===== src/rtl/pll_pkg.sv =====
// Shared types and constants for the PI loop filter and its lock detector.
package pll_pkg;

  typedef enum logic [1:0] {
    ACQUIRE = 2'd0,
    TRACK   = 2'd1
  } lf_state_e;

  function automatic longint center_of(input int cc_w);
    return 64'sd1 <<< (cc_w - 1);
  endfunction

  function automatic longint acc_min_of(input int cc_w, input int frac_w);
    return -(center_of(cc_w) <<< frac_w);
  endfunction

  function automatic longint acc_max_of(input int cc_w, input int frac_w);
    return ((64'sd1 <<< cc_w) - 64'sd1 - center_of(cc_w)) <<< frac_w;
  endfunction

  function automatic logic signed [63:0] sat_signed(input logic signed [63:0] v,
                                                    input logic signed [63:0] lo,
                                                    input logic signed [63:0] hi);
    logic signed [63:0] r;
    if (v < lo) begin
      r = lo;
    end else if (v > hi) begin
      r = hi;
    end else begin
      r = v;
    end
    return r;
  endfunction

endpackage


===== src/rtl/pll_lock_detect.sv =====
// Lock detector: counts consecutive qualifying error samples and gear-shifts
// between ACQUIRE and TRACK.
module pll_lock_detect
  import pll_pkg::*;
#(
  parameter int ERR_W         = 8,
  parameter int LOCK_THRESH   = 2,
  parameter int UNLOCK_THRESH = 8,
  parameter int LOCK_CNT      = 16
) (
  input  logic                    clk,
  input  logic                    reset,
  input  logic                    sample_en,
  input  logic signed [ERR_W-1:0] error,
  output lf_state_e               state,
  output logic                    locked
);

  localparam int CNT_W = $clog2(LOCK_CNT + 1);
  localparam logic [CNT_W-1:0] CNT_LIM  = CNT_W'(LOCK_CNT);
  localparam logic [CNT_W-1:0] CNT_MAX  = {CNT_W{1'b1}};
  localparam logic [ERR_W:0]   LOCK_T   = (ERR_W + 1)'(LOCK_THRESH);
  localparam logic [ERR_W:0]   UNLOCK_T = (ERR_W + 1)'(UNLOCK_THRESH);

  logic [CNT_W-1:0] cnt;
  logic [CNT_W-1:0] cnt_inc;
  logic [ERR_W:0]   err_ext;
  logic [ERR_W:0]   abs_e;
  logic             qualify;
  lf_state_e        state_other;

  // One extra bit so the most negative input has a representable magnitude.
  always_comb begin
    err_ext = {error[ERR_W-1], error};
    if (err_ext[ERR_W]) begin
      abs_e = -err_ext;
    end else begin
      abs_e = err_ext;
    end
    cnt_inc = (cnt == CNT_MAX) ? cnt : cnt + {{(CNT_W-1){1'b0}}, 1'b1};
    case (state)
      ACQUIRE: begin
        qualify     = (abs_e <= LOCK_T);
        state_other = TRACK;
      end
      TRACK: begin
        qualify     = (abs_e > UNLOCK_T);
        state_other = ACQUIRE;
      end
      default: begin
        qualify     = 1'b0;
        state_other = ACQUIRE;
      end
    endcase
  end

  always_ff @(posedge clk) begin
    if (reset) begin
      state  <= ACQUIRE;
      locked <= 1'b0;
      cnt    <= '0;
    end else if (sample_en) begin
      if (!qualify) begin
        cnt <= '0;
      end else if (cnt_inc == CNT_LIM) begin
        state  <= state_other;
        locked <= (state_other == TRACK);
        cnt    <= '0;
      end else begin
        cnt <= cnt_inc;
      end
    end
  end

endmodule


===== src/rtl/pi_loop_filter.sv =====
// Proportional-integral loop filter producing the DCO control code, with a
// saturating fractional integrator, output clamp and lock-driven gain shift.
module pi_loop_filter
  import pll_pkg::*;
#(
  parameter int ERR_W         = 8,
  parameter int CC_W          = 8,
  parameter int FRAC_W        = 8,
  parameter int KP_ACQ_SHIFT  = 1,
  parameter int KI_ACQ_SHIFT  = 3,
  parameter int KP_TRK_SHIFT  = 3,
  parameter int KI_TRK_SHIFT  = 6,
  parameter int LOCK_THRESH   = 2,
  parameter int UNLOCK_THRESH = 8,
  parameter int LOCK_CNT      = 16
) (
  input  logic                    gen_clk_i,
  input  logic                    reset_i,
  input  logic                    error_valid_i,
  input  logic signed [ERR_W-1:0] error_i,
  input  logic                    hold_i,
  output logic [CC_W-1:0]         dco_cc_o,
  output logic                    locked_o,
  output logic [1:0]              state_o
);

  localparam int ACC_W = CC_W + FRAC_W + 2;
  localparam logic signed [ACC_W-1:0] ACC_MIN   = ACC_W'(acc_min_of(CC_W, FRAC_W));
  localparam logic signed [ACC_W-1:0] ACC_MAX   = ACC_W'(acc_max_of(CC_W, FRAC_W));
  localparam logic signed [ACC_W-1:0] CENTER_S  = ACC_W'(center_of(CC_W) <<< FRAC_W);
  localparam logic signed [ACC_W-1:0] CC_MAX_S  = ACC_W'((64'sd1 <<< CC_W) - 64'sd1);
  localparam logic [CC_W-1:0]         CC_MAX    = {CC_W{1'b1}};
  localparam logic [CC_W-1:0]         CENTER_CC = CC_W'(center_of(CC_W));

  logic                    sample_en;
  lf_state_e               state;
  logic signed [ACC_W-1:0] acc;
  logic signed [ACC_W-1:0] acc_n;
  logic signed [ACC_W-1:0] acc_sum;
  logic signed [ACC_W-1:0] e_ext;
  logic signed [ACC_W-1:0] e_s;
  logic signed [ACC_W-1:0] i_term;
  logic signed [ACC_W-1:0] p_term;
  logic signed [ACC_W-1:0] sum;
  logic signed [ACC_W-1:0] q;
  logic signed [63:0]      sat_tmp;
  logic [CC_W-1:0]         cc_n;

  assign sample_en = error_valid_i && !hold_i;
  assign state_o   = state;

  // PI datapath; gains follow the registered state, so a switch is bumpless.
  always_comb begin
    e_ext = ACC_W'(error_i);
    e_s   = e_ext <<< FRAC_W;
    if (state == TRACK) begin
      i_term = e_s >>> KI_TRK_SHIFT;
      p_term = e_s >>> KP_TRK_SHIFT;
    end else begin
      i_term = e_s >>> KI_ACQ_SHIFT;
      p_term = e_s >>> KP_ACQ_SHIFT;
    end
    acc_sum = acc + i_term;
    sat_tmp = sat_signed(64'(acc_sum), 64'(ACC_MIN), 64'(ACC_MAX));
    acc_n   = sat_tmp[ACC_W-1:0];
    sum     = CENTER_S + acc_n + p_term;
    q       = sum >>> FRAC_W;
    if (q[ACC_W-1]) begin
      cc_n = '0;
    end else if (q > CC_MAX_S) begin
      cc_n = CC_MAX;
    end else begin
      cc_n = q[CC_W-1:0];
    end
  end

  always_ff @(posedge gen_clk_i) begin
    if (reset_i) begin
      acc      <= '0;
      dco_cc_o <= CENTER_CC;
    end else if (sample_en) begin
      acc      <= acc_n;
      dco_cc_o <= cc_n;
    end
  end

  pll_lock_detect #(
    .ERR_W        (ERR_W),
    .LOCK_THRESH  (LOCK_THRESH),
    .UNLOCK_THRESH(UNLOCK_THRESH),
    .LOCK_CNT     (LOCK_CNT)
  ) u_lock (
    .clk      (gen_clk_i),
    .reset    (reset_i),
    .sample_en(sample_en),
    .error    (error_i),
    .state    (state),
    .locked   (locked_o)
  );

endmodule


===== config.mk =====
export PLATFORM = sky130hd
export DESIGN_NAME = pi_loop_filter
export DESIGN_NICKNAME = d
export VERILOG_FILES = /design/src/rtl/pll_pkg.sv /design/src/rtl/pll_lock_detect.sv /design/src/rtl/pi_loop_filter.sv
export SDC_FILE = /design/constraint.sdc
export NUM_CORES = 1
export LEC_CHECK = 0
export BUFFER_PORTS_ARGS = -buffer_cell sky130_fd_sc_hd__buf_2
export CORE_MARGIN = 5
export CORE_UTILIZATION = 45
export DETAILED_ROUTE_END_ITERATION = 10
export SETUP_SLACK_MARGIN = 0.1
export SLEW_MARGIN = 20
export SYNTH_ARGS = -nofsm -noshare
export SYNTH_HDL_FRONTEND = slang
export SYNTH_SLANG_ARGS = --single-unit

===== constraint.sdc =====
create_clock -name gen_clk_i -period 11.29 [get_ports gen_clk_i]
set_input_delay 1.6935 -clock gen_clk_i [delete_from_list [all_inputs] [get_ports gen_clk_i]]
set_output_delay 1.6935 -clock gen_clk_i [all_outputs]
set_load 0.02 [all_outputs]

==> run metrics <==
status=finished, final reports clean; DR WL/cell=15.66 um; Slowest-stage cell, CP=a2111oi_0; Pleak=1.536 nW; Yosys top cell by area=dfxtp_1; Detailed Route WL=8.506 mm; Peak supply drop=0.08019 mV; starting density of the core=45.35%; Fillers=742; drt first pass iters=4; setup bufs post-CTS=0; first-pass GRT wire length=14.34 mm; max cap viols=0; min setup slack post-route=3.990 ns; Reg2Reg Depth=21; max incr delay on CP=0.44 ns; Chip Width=94.81 um; Min-Delay Path Depth=2; Clock Sinks=30; vias in the first global route=3073; H-tree lvl count=2; antenna viol nets, final=0; asr flop ratio synth=0%; clk root buf=clkbuf_8; core area=7137 um2; Total GRT Usage=19.96%; nets=494; Clock Path Buffers=2; grt ovf=0; final period demand of the worst path=7.300 ns; pwr dens=146.0 nW/um2; critical path launch point type=primary input; pin count of the biggest net entering global routing=29; Avg Synthesized Cell Area=7.493 um2; flops & latches, synth=30; Layout Utilization=48.84%; pre-CTS setup slack=3.758 ns; Rows=31; Post-CTS Hold Buffers=0; CP most frequent cell=ha_1; top cell type's share of synthesized area=18.55%; Setup Viol. Count Final=0; post-cts resize count=0; area grow syn2layout=7.692%; antenna cells=0; Die Y=94.81 um; Hold WC Path Type=flop to flop; RSZ-0062 raised after global routing=false; TritonCTS clock tree=yes; Critical path buffers and inverters=1; vias per inst=5.788; Yosys Warn Count=0; Worst-Margin Slew=1.042 ns; most used flip-flop cell after synthesis=dfxtp_1; clock slew at reported path FFs=0.07 ns; post-synthesis sequential area ratio=18.55%; Post-synth EDFFs=0; crit path cell chain=buf_2, and2_1, ha_1, fa_1, a21o_1, a221o_1, and4_4, a211oi_4, nand4_2, o21ai_1, nand2_1, a21oi_1, ha_1, ha_1, a21o_1, a21oi_1, nor2_1, or4_1, a31oi_1, a211oi_4, a2111oi_0, o21ai_1; post-synthesis cell count=432; Fin. Hold Viols=0; clk_lat worst skew=0.29 ns; via total after detailed routing=3143; Final Instance Area=3486 um2; setup_tns=0 ns; type of the worst setup path=primary input to flop; Synth area leaders=dfxtp_1 (19%), ha_1 (15%), a21oi_1 (7.9%), nand2_1 (6.6%), nor2_1 (3.4%); Worst Path Max Fanout=8; fin crit share=64.66%; initial antenna violation count=0; DRC=0; max-slew violation count=0; syn_nets=483; CTS Buf Count=5; share of cells above drive strength 1=11.49%; Top Ports=23; post-synth cell types=67; CP top delay family=compound AO/OA/AOI/OAI gates; Max transition margin=30.55%; Setup Skew=0.01413 ns; die footprint=8989 um2; DP Wirelength=6.652 mm; Worst Path Required=11.45 ns; Setup crit end kind=flop; DP Area=3391 um2; Cell Area, Synth=3237 um2; critical path depth=22; number of port buffers=21; WP data arrival=7.46 ns; Initial DRC Count=147; fmax=137.0 MHz; RePlAce Congestion=0.9022
## placed cells by master, fill, tap and decap left out, types with 6 or more instances in the layout
master    instances
nand2b_1         11
buf_2            21
inv_1            13
nand4_1           6
nor3_1            9
o21ai_1           7
nand2_1          57
nor2_1           29
and2_1            8
o21ai_0          20
xnor2_1          11
clkbuf_8          6
a21oi_1          51
nand3_1          14
and3_1           12
dfxtp_1          30
a21o_1            8
xor2_1            7
ha_1             38
## sequential cells by signal (all words and copies together), names as in the netlist
name	flops
acc	16
dco_cc_o	8
u_lock.cnt	5
u_lock.state	1
## layout make-up
class / instances / area [um2] / area share [%]
clock buffers: 6 / 82.58 / 2.369
clock inverters: 2 / 12.51 / 0.3589
flip-flops and latches: 30 / 600.6 / 17.23
well taps: 99 / 123.9 / 3.553
repair buffers: 22 / 112.6 / 3.230
multi-input cells: 370 / 2501 / 71.75
inverters: 14 / 52.55 / 1.508
## metrics by stage
stage / hold slack [ns] / power, mW / cells
3_5_place_dp: 0.4436 / 0.4117 / 535
5_1_grt: 0.4806 / 0.5510 / 543
2_1_floorplan: 0.4362 / 0.3483 / 432
3_3_place_gp: 0.4477 / 0.4109 / 535
4_1_cts: 0.4602 / 0.5100 / 543
6_report: 0.4562 / 0.5088 / 543
## power breakdown
| part | leakage, nW | internal, mW | total, mW | switching [mW] |
|---|---|---|---|---|
| Combinational | 1.24 | 0.113 | 0.295 | 0.181 |
| Clock | 0.0472 | 0.0490 | 0.0944 | 0.0454 |
| Sequential | 0.244 | 0.115 | 0.120 | 0.00468 |
## Yosys cell counts, drive strengths merged, types with 3 or more instances
| cell | instances |
|---|---|
| nand4 | 7 |
| nand3 | 15 |
| or2 | 3 |
| a211oi | 7 |
| dfxtp | 30 |
| nand2 | 57 |
| clkbuf | 11 |
| and4 | 3 |
| a311oi | 3 |
| and2 | 8 |
| xnor2 | 12 |
| a21oi | 51 |
| xor2 | 7 |
| nor3 | 9 |
| o211ai | 4 |
| ha | 38 |
| and3 | 13 |
| a21o | 8 |
| o21ai | 27 |
| o31ai | 3 |
| a221oi | 3 |
| a31oi | 4 |
| o21a | 4 |
| o21bai | 3 |
| buf | 7 |
| nor2b | 5 |
| nor4 | 5 |
| nor2 | 29 |
| nor3b | 3 |
| inv | 14 |
| nand2b | 11 |
## tightest hold or removal path, cell delays in order, from the launching register on
cell	delay [ns]
dfxtp_1	0.31
nand2_1	0.05
a21oi_1	0.05
## worst paths after layout
kind                                start                  endpoint  slack (ns)
min reg2reg      dco_cc_o[3]$_SDFFE_PP0P_  dco_cc_o[3]$_SDFFE_PP0P_        0.46
min              dco_cc_o[3]$_SDFFE_PP0P_  dco_cc_o[3]$_SDFFE_PP0P_        0.46
max reg2reg  u_lock.state[0]$_SDFFE_PP0P_  dco_cc_o[7]$_SDFFE_PP1P_        4.98
max                            error_i[0]  dco_cc_o[7]$_SDFFE_PP1P_        3.99
## layer usage
| metal | up-vias | part of all wire, % | track usage (%) |
|---|---|---|---|
| met1 | 1465 | 48 | 26.39 |
| met3 | 17 | 3.1 | 2.550 |
| met2 | 55 | 46 | 33.18 |
| li1 | 1606 | - | - |
| met4 | 0 | 2.2 | 7.212 |
| met5 | - | 0 | 0 |
## cells by family (layout without fill, tap and decap cells)
logic type | count (synthesis) | after routing | share of synthesized area [%]
compound gates | 135 | 135 | 27.79
simple gates | 172 | 172 | 26.90
mux | 3 | 3 | 0.9664
xor+xnor | 20 | 20 | 6.107
fa+ha+maj | 39 | 39 | 15.31
flops | 30 | 30 | 18.55
buf+inv | 32 | 44 | 4.252
other cells | 1 | 1 | 0.1159
Note: power is estimated with default switching activity, not from simulation.
